$ cat src/rtl/huffman_xmem_loader.sv
// Prefix-code decoder and word packer feeding the input SRAM write port.
// One code bit per cycle; col decoded bw-bit symbols make one SRAM word.
module huffman_xmem_loader #(
    parameter int bw     = 4,
    parameter int col    = 8,
    parameter int addr_w = 11
) (
    input  logic                clk,
    input  logic                reset,
    input  logic                start,
    input  logic [addr_w-1:0]   base_addr,
    input  logic [addr_w:0]     num_words,
    input  logic                in_valid,
    input  logic                in_bit,
    output logic                in_ready,
    output logic [bw*col-1:0]   D_xmem,
    output logic                CEN_xmem,
    output logic                WEN_xmem,
    output logic [addr_w-1:0]   A_xmem,
    output logic                busy,
    output logic                done
);

    localparam int idx_w = $clog2(col);
    localparam logic [idx_w-1:0] last_idx = idx_w'(col - 1);
    localparam logic [addr_w:0]  cnt_one  = (addr_w+1)'(1);

    typedef enum logic [2:0] {IDLE, PFX0, PFX1, SUF, WRITE, FIN} state_t;

    state_t              state;
    logic [addr_w-1:0]   base_q;
    logic [addr_w:0]     num_q;
    logic [addr_w:0]     word_cnt;
    logic [idx_w-1:0]    sym_idx;
    logic [bw*col-1:0]   pack;
    logic [2:0]          suf_left;
    logic                suf_long;
    logic [2:0]          suf_sh;

    logic                fire;
    logic                sym_done;
    logic [bw-1:0]       sym_val;
    logic [bw*col-1:0]   word_next;

    // Symbol completion is decoded combinationally from the bit being accepted.
    always_comb begin
        fire      = in_valid && in_ready;
        sym_done  = 1'b0;
        sym_val   = '0;
        if (fire) begin
            if (state == PFX0 && !in_bit) begin
                sym_done = 1'b1;
            end else if (state == SUF && suf_left == 3'd1) begin
                sym_done = 1'b1;
                sym_val  = suf_long ? {suf_sh, in_bit}
                                    : 4'd1 + {2'b00, suf_sh[0], in_bit};
            end
        end
        word_next = pack;
        word_next[bw*sym_idx +: bw] = sym_val;
    end

    always_ff @(posedge clk) begin
        if (reset) begin
            state    <= IDLE;
            base_q   <= '0;
            num_q    <= '0;
            word_cnt <= '0;
            sym_idx  <= '0;
            pack     <= '0;
            suf_left <= '0;
            suf_long <= 1'b0;
            suf_sh   <= '0;
            in_ready <= 1'b0;
            D_xmem   <= '0;
            CEN_xmem <= 1'b1;
            WEN_xmem <= 1'b1;
            A_xmem   <= '0;
            busy     <= 1'b0;
            done     <= 1'b0;
        end else begin
            case (state)
                IDLE: begin
                    done <= 1'b0;
                    busy <= 1'b0;
                    // busy is still high during the done cycle, so start is ignored there
                    if (start && !busy) begin
                        base_q   <= base_addr;
                        num_q    <= num_words;
                        busy     <= 1'b1;
                        sym_idx  <= '0;
                        word_cnt <= '0;
                        pack     <= '0;
                        if (num_words == '0) begin
                            state <= FIN;
                        end else begin
                            state    <= PFX0;
                            in_ready <= 1'b1;
                        end
                    end
                end
                PFX0, PFX1, SUF: begin
                    if (fire) begin
                        case (state)
                            PFX0: if (in_bit) state <= PFX1;
                            PFX1: begin
                                state    <= SUF;
                                suf_long <= in_bit;
                                suf_left <= in_bit ? 3'd4 : 3'd2;
                            end
                            default: begin
                                suf_sh   <= {suf_sh[1:0], in_bit};
                                suf_left <= suf_left - 3'd1;
                            end
                        endcase
                        if (sym_done) begin
                            if (sym_idx == last_idx) begin
                                state    <= WRITE;
                                in_ready <= 1'b0;
                                CEN_xmem <= 1'b0;
                                WEN_xmem <= 1'b0;
                                A_xmem   <= base_q + word_cnt[addr_w-1:0];
                                D_xmem   <= word_next;
                                pack     <= '0;
                                sym_idx  <= '0;
                            end else begin
                                state   <= PFX0;
                                pack    <= word_next;
                                sym_idx <= sym_idx + idx_w'(1);
                            end
                        end
                    end
                end
                WRITE: begin
                    CEN_xmem <= 1'b1;
                    WEN_xmem <= 1'b1;
                    word_cnt <= word_cnt + cnt_one;
                    if (word_cnt + cnt_one < num_q) begin
                        state    <= PFX0;
                        in_ready <= 1'b1;
                    end else begin
                        state <= FIN;
                    end
                end
                FIN: begin
                    done  <= 1'b1;
                    state <= IDLE;
                end
                default: state <= IDLE;
            endcase
        end
    end

endmodule
$ cat config.mk
export PLATFORM = sky130hd
export DESIGN_NAME = huffman_xmem_loader
export DESIGN_NICKNAME = d
export VERILOG_FILES = /design/src/rtl/huffman_xmem_loader.sv
export SDC_FILE = /design/constraint.sdc
export NUM_CORES = 1
export LEC_CHECK = 0
export CELL_PAD_IN_SITES_DETAIL_PLACEMENT = 1
export CELL_PAD_IN_SITES_GLOBAL_PLACEMENT = 1
export CORE_ASPECT_RATIO = 1.25
export CORE_MARGIN = 4
export CORE_UTILIZATION = 42
export CTS_CLUSTER_SIZE = 24
export DETAILED_ROUTE_END_ITERATION = 8
export PLACE_DENSITY = 0.84
export SLEW_MARGIN = 20
export SYNTH_ARGS = -nofsm -noshare
export SYNTH_HDL_FRONTEND = slang
export SYNTH_SLANG_ARGS = --single-unit
$ cat constraint.sdc
create_clock -name clk -period 3.56 [get_ports clk]
set_clock_uncertainty 0.15 [all_clocks]
set_input_delay 0.712 -clock clk [delete_from_list [all_inputs] [get_ports clk]]
set_output_delay 0.712 -clock clk [all_outputs]
set_load 0.01 [all_outputs]
Yosys cells after proc, flatten, opt, wreduce, memory -nomap -nowiden
Index checks and enable logic that the tools add are counted.

storage, ports and cells
  flip-flop bits (word level) = 127
  bits of input ports = 28
  word-level logic and storage cells = 107

cells by class
  add/subtract/negate cells = 6
  order comparisons = 1
  equality and inequality tests = 15
  shift-type cells = 2
  multiplexer cells = 41
  bitwise gates (word level) = 2
  reduce and logical (&&, ||, !) cells = 25

operators by type and width
  cell                       number
  $mux W32                   4
  $pmux W32 S2               1
  $mux W3                    12
  $neg A5 Y34                1
  $shift A4 B34 Y32 const A  1
  $shiftx A4 B34 Y32         1
  $bwmux W32                 1
  $pmux W12 S2               1
  $pmux W3 S2                3
  $mux W4                    4
  $reduce_and A4 Y1          4
  $add A12 B1 Y12 const B    1
  $logic_not A12 Y1          1
  $lt A12 B12 Y1             1
  $mux W12                   1
  $ne A2 B2 Y1 const B       6
  $add A11 B11 Y11           1
  $mux W1                    10
  $eq A3 B3 Y1 const B       3
  $pmux W3 S3                1
  $reduce_and A3 Y1          3
  $ne A4 B4 Y1 const B       2
  $reduce_bool A2 Y1         4
  $reduce_and A7 Y1          1
  15 further kinds           24

Depth between registers and ports, before layout
Gate-level depths: netlist of run 1.

  word-level depth = 11
  mapped depth = 12
  depth with buffers taken out = 11

Worst setup path after synthesis of run 1
OpenSTA, ideal clock, no wires.

  path type = reg-to-reg
  from = reg word_cnt[0]
  to = reg in_ready
  setup time = 0.078 ns
  data arrival time = 2.536 ns
  required time = 3.332 ns
  slack = 0.796 ns
  stages on the path, launching flop included = 12
  path buffers = 1
  path through = dfxtp_1 ha_1 and3_1 clkbuf_1 and2_1 nand3_1 xnor2_1 ha_1 and4_1 a221o_1 o31a_1 nor3_1

on the way
  longest elaborated chain between the ends = 4

RTL lines
  element                             line  text
  from (decl)                         33    logic [addr_w:0] word_cnt;
  from (signal assigned)              137   word_cnt <= word_cnt + cnt_one;
  $add A12 B1 Y12                     138   if (word_cnt + cnt_one < num_q) begin
  $lt A12 B12 Y1                      138
  $ne A2 B2 Y1 (no source line)       --
  $reduce_and A7 Y1 (no source line)  --
  to (signal assigned)                98    in_ready <= 1'b1;
  to (signal assigned)                119   in_ready <= 1'b0;
  to (signal assigned)                140   in_ready <= 1'b1;
  to (decl)                           15    output logic in_ready,

Every way passes these cells.
A chain may end at the register's enable or synchronous reset.

Worst setup path after layout of run 1
Ends and elaborated chain as after synthesis.

==> run summary, run 1 <==
Synth Register Bits = 127
Via count = 5973
CTS H-Tree Depth = 4
Sequential share of power = 40.8%
Syn Area/Cell = 8.30 um2
Initial Utilization = 42.6%
WL per Instance = 19.1 um
Async SR Flop Fraction = 0%
Vias in the first global route = 6479
Switching share of total power = 24.2%
Synth Warn # = 0
Critical path class = flop to flop
HP Class = flop to flop
Slew at the pin closest to its max-slew limit = 0.886 ns
Largest net degree at the start of global routing = 50
Combinational Power Share = 8.1%
Ys flop type = dfxtp_1
Post-cts sizing count = 0
Hold-fix buffers at CTS = 0
Skew-Pair Late Insertion Delay = 0.43 ns
Rows = 50
Final WL = 19.6 mm
Die ar. = 17200 um2
Final Hold Viols = 0
Syn Inst Count = 768
Initial antenna violation count = 0
Antenna diodes = 0
CTS Sinks = 127
Fin crit share = 85.3%
Placed Instances = 993
Routability Congestion = 0.885
Crit path DAT = 3.23 ns
Critical Path End Type = flop
First DRT Iteration DRCs = 267
Post CTS Setup Buffer Count = 0
Die X-Extent = 118 um
DIE HEIGHT = 146 um
PD cells = 460 nW/um2
EDFF count, synth = 0
Clock Tree Root = clkbuf_16
Fin. max-slew vios = 0
Mapped cell area = 6370 um2
ANT nets after route = 0
Drt pass-1 iters = 4
Drt drc = 0
Clock transition at path regs = 0.06 ns
Unrepaired setup endpoints after global routing = no
Max-Cap Viols = 0
Period minus WS final = 3.04 ns
Dpl hpwl = 14.3 mm
Post-Layout Cell Count = 1025
GR Overflow Total = 0
VDD IR max = 0.255 mV
GRT Util Overall = 23.1%
Yosys cell types = 64
Max clock buf depth = 2
Sw Pwr = 0.878 mW
Syn_nets = 829
Setup violators final = 0
Io pins = 76
Area grow syn2layout = 23.7%
CP Data Required Time = 3.76 ns
FMAX = 329 MHz
Crit path launch type = flop
Sequential area share after synthesis = 39.9%
Status = finished, final reports clean
Crit-path max FO = 7
I/O Buffers = 75
P_int = 2.75 mW
Setup TNS = 0 ns
CTS tree = yes
Leak = 2.90 nW
Slew margin rel. = 40.4%
Num CTS Buffers = 17
First-pass GRT wire length = 32.4 mm
Layout cells sized above 1 = 7.71%
Core box area = 15000 um2
Clk network pwr share = 51.1%
Layout Nets = 891
Number of vias per cell = 5.83
metrics by stage:
stage | utilization [%] | worst slack (ns) | instance area (um2) | power [mW] | hold WS [ns]
2_1_floorplan | - | 0.796 | 6370 | 1.69 | 0.282
3_3_place_gp | 48.5 | 0.521 | 7250 | 1.78 | 0.293
3_5_place_dp | 48.5 | 0.394 | 7250 | 1.80 | 0.305
4_1_cts | 52.7 | 0.524 | 7890 | 3.65 | 0.313
5_1_grt | 52.7 | 0.296 | 7890 | 3.75 | 0.332
6_report | 52.7 | 0.525 | 7890 | 3.63 | 0.307
power by group through the flow:
stage / combinational [mW] / sequential [mW] / clock, mW
2_1_floorplan: 0.197 / 1.49 / 0
3_3_place_gp: 0.277 / 1.51 / 0
3_5_place_dp: 0.291 / 1.51 / 0
4_1_cts: 0.295 / 1.48 / 1.87
5_1_grt: 0.324 / 1.48 / 1.94
6_report: 0.294 / 1.48 / 1.85
worst max-delay path, cell delays in order (launching register included):
cell and delay, ns:
dfxtp_1 0.45, ha_1 0.27, and3_1 0.29, and2_1 0.18, nand3_1 0.09, xnor2_1 0.25
ha_1 0.31, and4_1 0.22, a221o_1 0.35, o31a_1 0.29, nor3_1 0.12
routing by layer:
layer,vias to the layer above,share of wire [%],GRT usage (%)
met3,40,3.0,4.08
met2,125,54,44.0
li1,2891,-,-
met4,0,3.0,10.7
met5,-,0,0
met1,2917,40,24.3
cell type report:
type / count / area, um2
fillers: 1753 / 7070
multi-input cells: 570 / 3540
flip-flops and latches: 127 / 2540
repair buffers: 86 / 841
clock buffers: 19 / 443
well taps: 182 / 228
clock inverters: 13 / 189
inverters: 28 / 105
sequential cells by signal, summed over array words and instances (netlist names), 3 cells and up:
| name | cells |
|---|---|
| word_cnt | 12 |
| sym_idx | 3 |
| suf_left | 3 |
| A_xmem | 11 |
| state | 3 |
| num_q | 12 |
| base_q | 11 |
| D_xmem | 32 |
| suf_sh | 3 |
| pack | 32 |
cell families (layout without fill, tap and decap cells):
logic type	count (synthesis)	in the layout	synth area share (%)
simple gates	265	265	20.2
compound gates	241	241	24.0
flops	127	127	39.9
buf+inv	71	146	4.71
fa+ha+maj	33	33	6.59
xor+xnor	17	17	2.34
mux	14	14	2.26
cell usage after synthesis, types with 3 or more instances:
library cell	count	area share, %
xor2_1	8	1.1
a21o_1	4	0.47
mux2_2	3	0.53
o21ai_0	49	3.8
a31oi_1	4	0.39
and3_1	10	0.98
buf_2	9	0.71
nor2_2	4	0.39
o32ai_1	3	0.41
nor3_1	19	1.5
o31ai_1	5	0.59
clkbuf_1	28	1.6
a221oi_1	3	0.41
a211oi_1	7	0.82
o22ai_2	3	0.59
a22oi_1	4	0.47
and2_1	8	0.79
nand4_1	5	0.49
nor2b_1	4	0.39
o21a_1	3	0.35
nand3_1	23	1.8
or3_1	7	0.69
inv_1	28	1.6
a21oi_1	106	8.3
a22o_1	25	3.4
ha_1	32	6.3
a311oi_1	4	0.55
nor2_1	47	2.8
nor4_1	7	0.69
and4_1	4	0.55
nand2b_1	9	0.88
nand3b_1	4	0.47
xnor2_1	9	1.2
mux2i_1	11	1.7
dfxtp_1	127	40
nand2_1	103	6.1
worst paths after layout:
check | from | slack (ns) | endpoint | cells past startpoint
max | word_cnt[0] | 0.52 | in_ready | 10
max reg2reg | word_cnt[0] | 0.52 | in_ready | 10
min | num_q[3] | 0.31 | num_q[3] | 2
min reg2reg | num_q[3] | 0.31 | num_q[3] | 2
layout by cell type, fill, tap and decap left out, types with 6 or more instances in the layout:
cell type | netlist | routed
a211oi_1 | 7 | 7
nor4_1 | 7 | 6
or3_1 | 7 | 7
nand3_1 | 23 | 23
nand2b_1 | 9 | 9
ha_1 | 32 | 32
and2_1 | 8 | 8
xor2_1 | 8 | 8
mux2i_1 | 11 | 11
clkdlybuf4s50_1 | 0 | 74
clkbuf_16 | 0 | 17
nand2_1 | 103 | 103
nor2_1 | 47 | 47
buf_4 | 2 | 10
and3_1 | 10 | 10
dfxtp_1 | 127 | 127
a22o_1 | 25 | 25
o21ai_0 | 49 | 49
a21oi_1 | 106 | 106
xnor2_1 | 9 | 9
nor3_1 | 19 | 19
inv_1 | 28 | 28
(Power assumes the default switching activity.)
==> inputs of run 2 (changes only) <==
HOLD_SLACK_MARGIN = 0.02   (was default)
SKIP_LAST_GASP = 1   (was default)
==> results of run 2 <==
The final DEF is identical to that of run 1; final timing and power are the same.
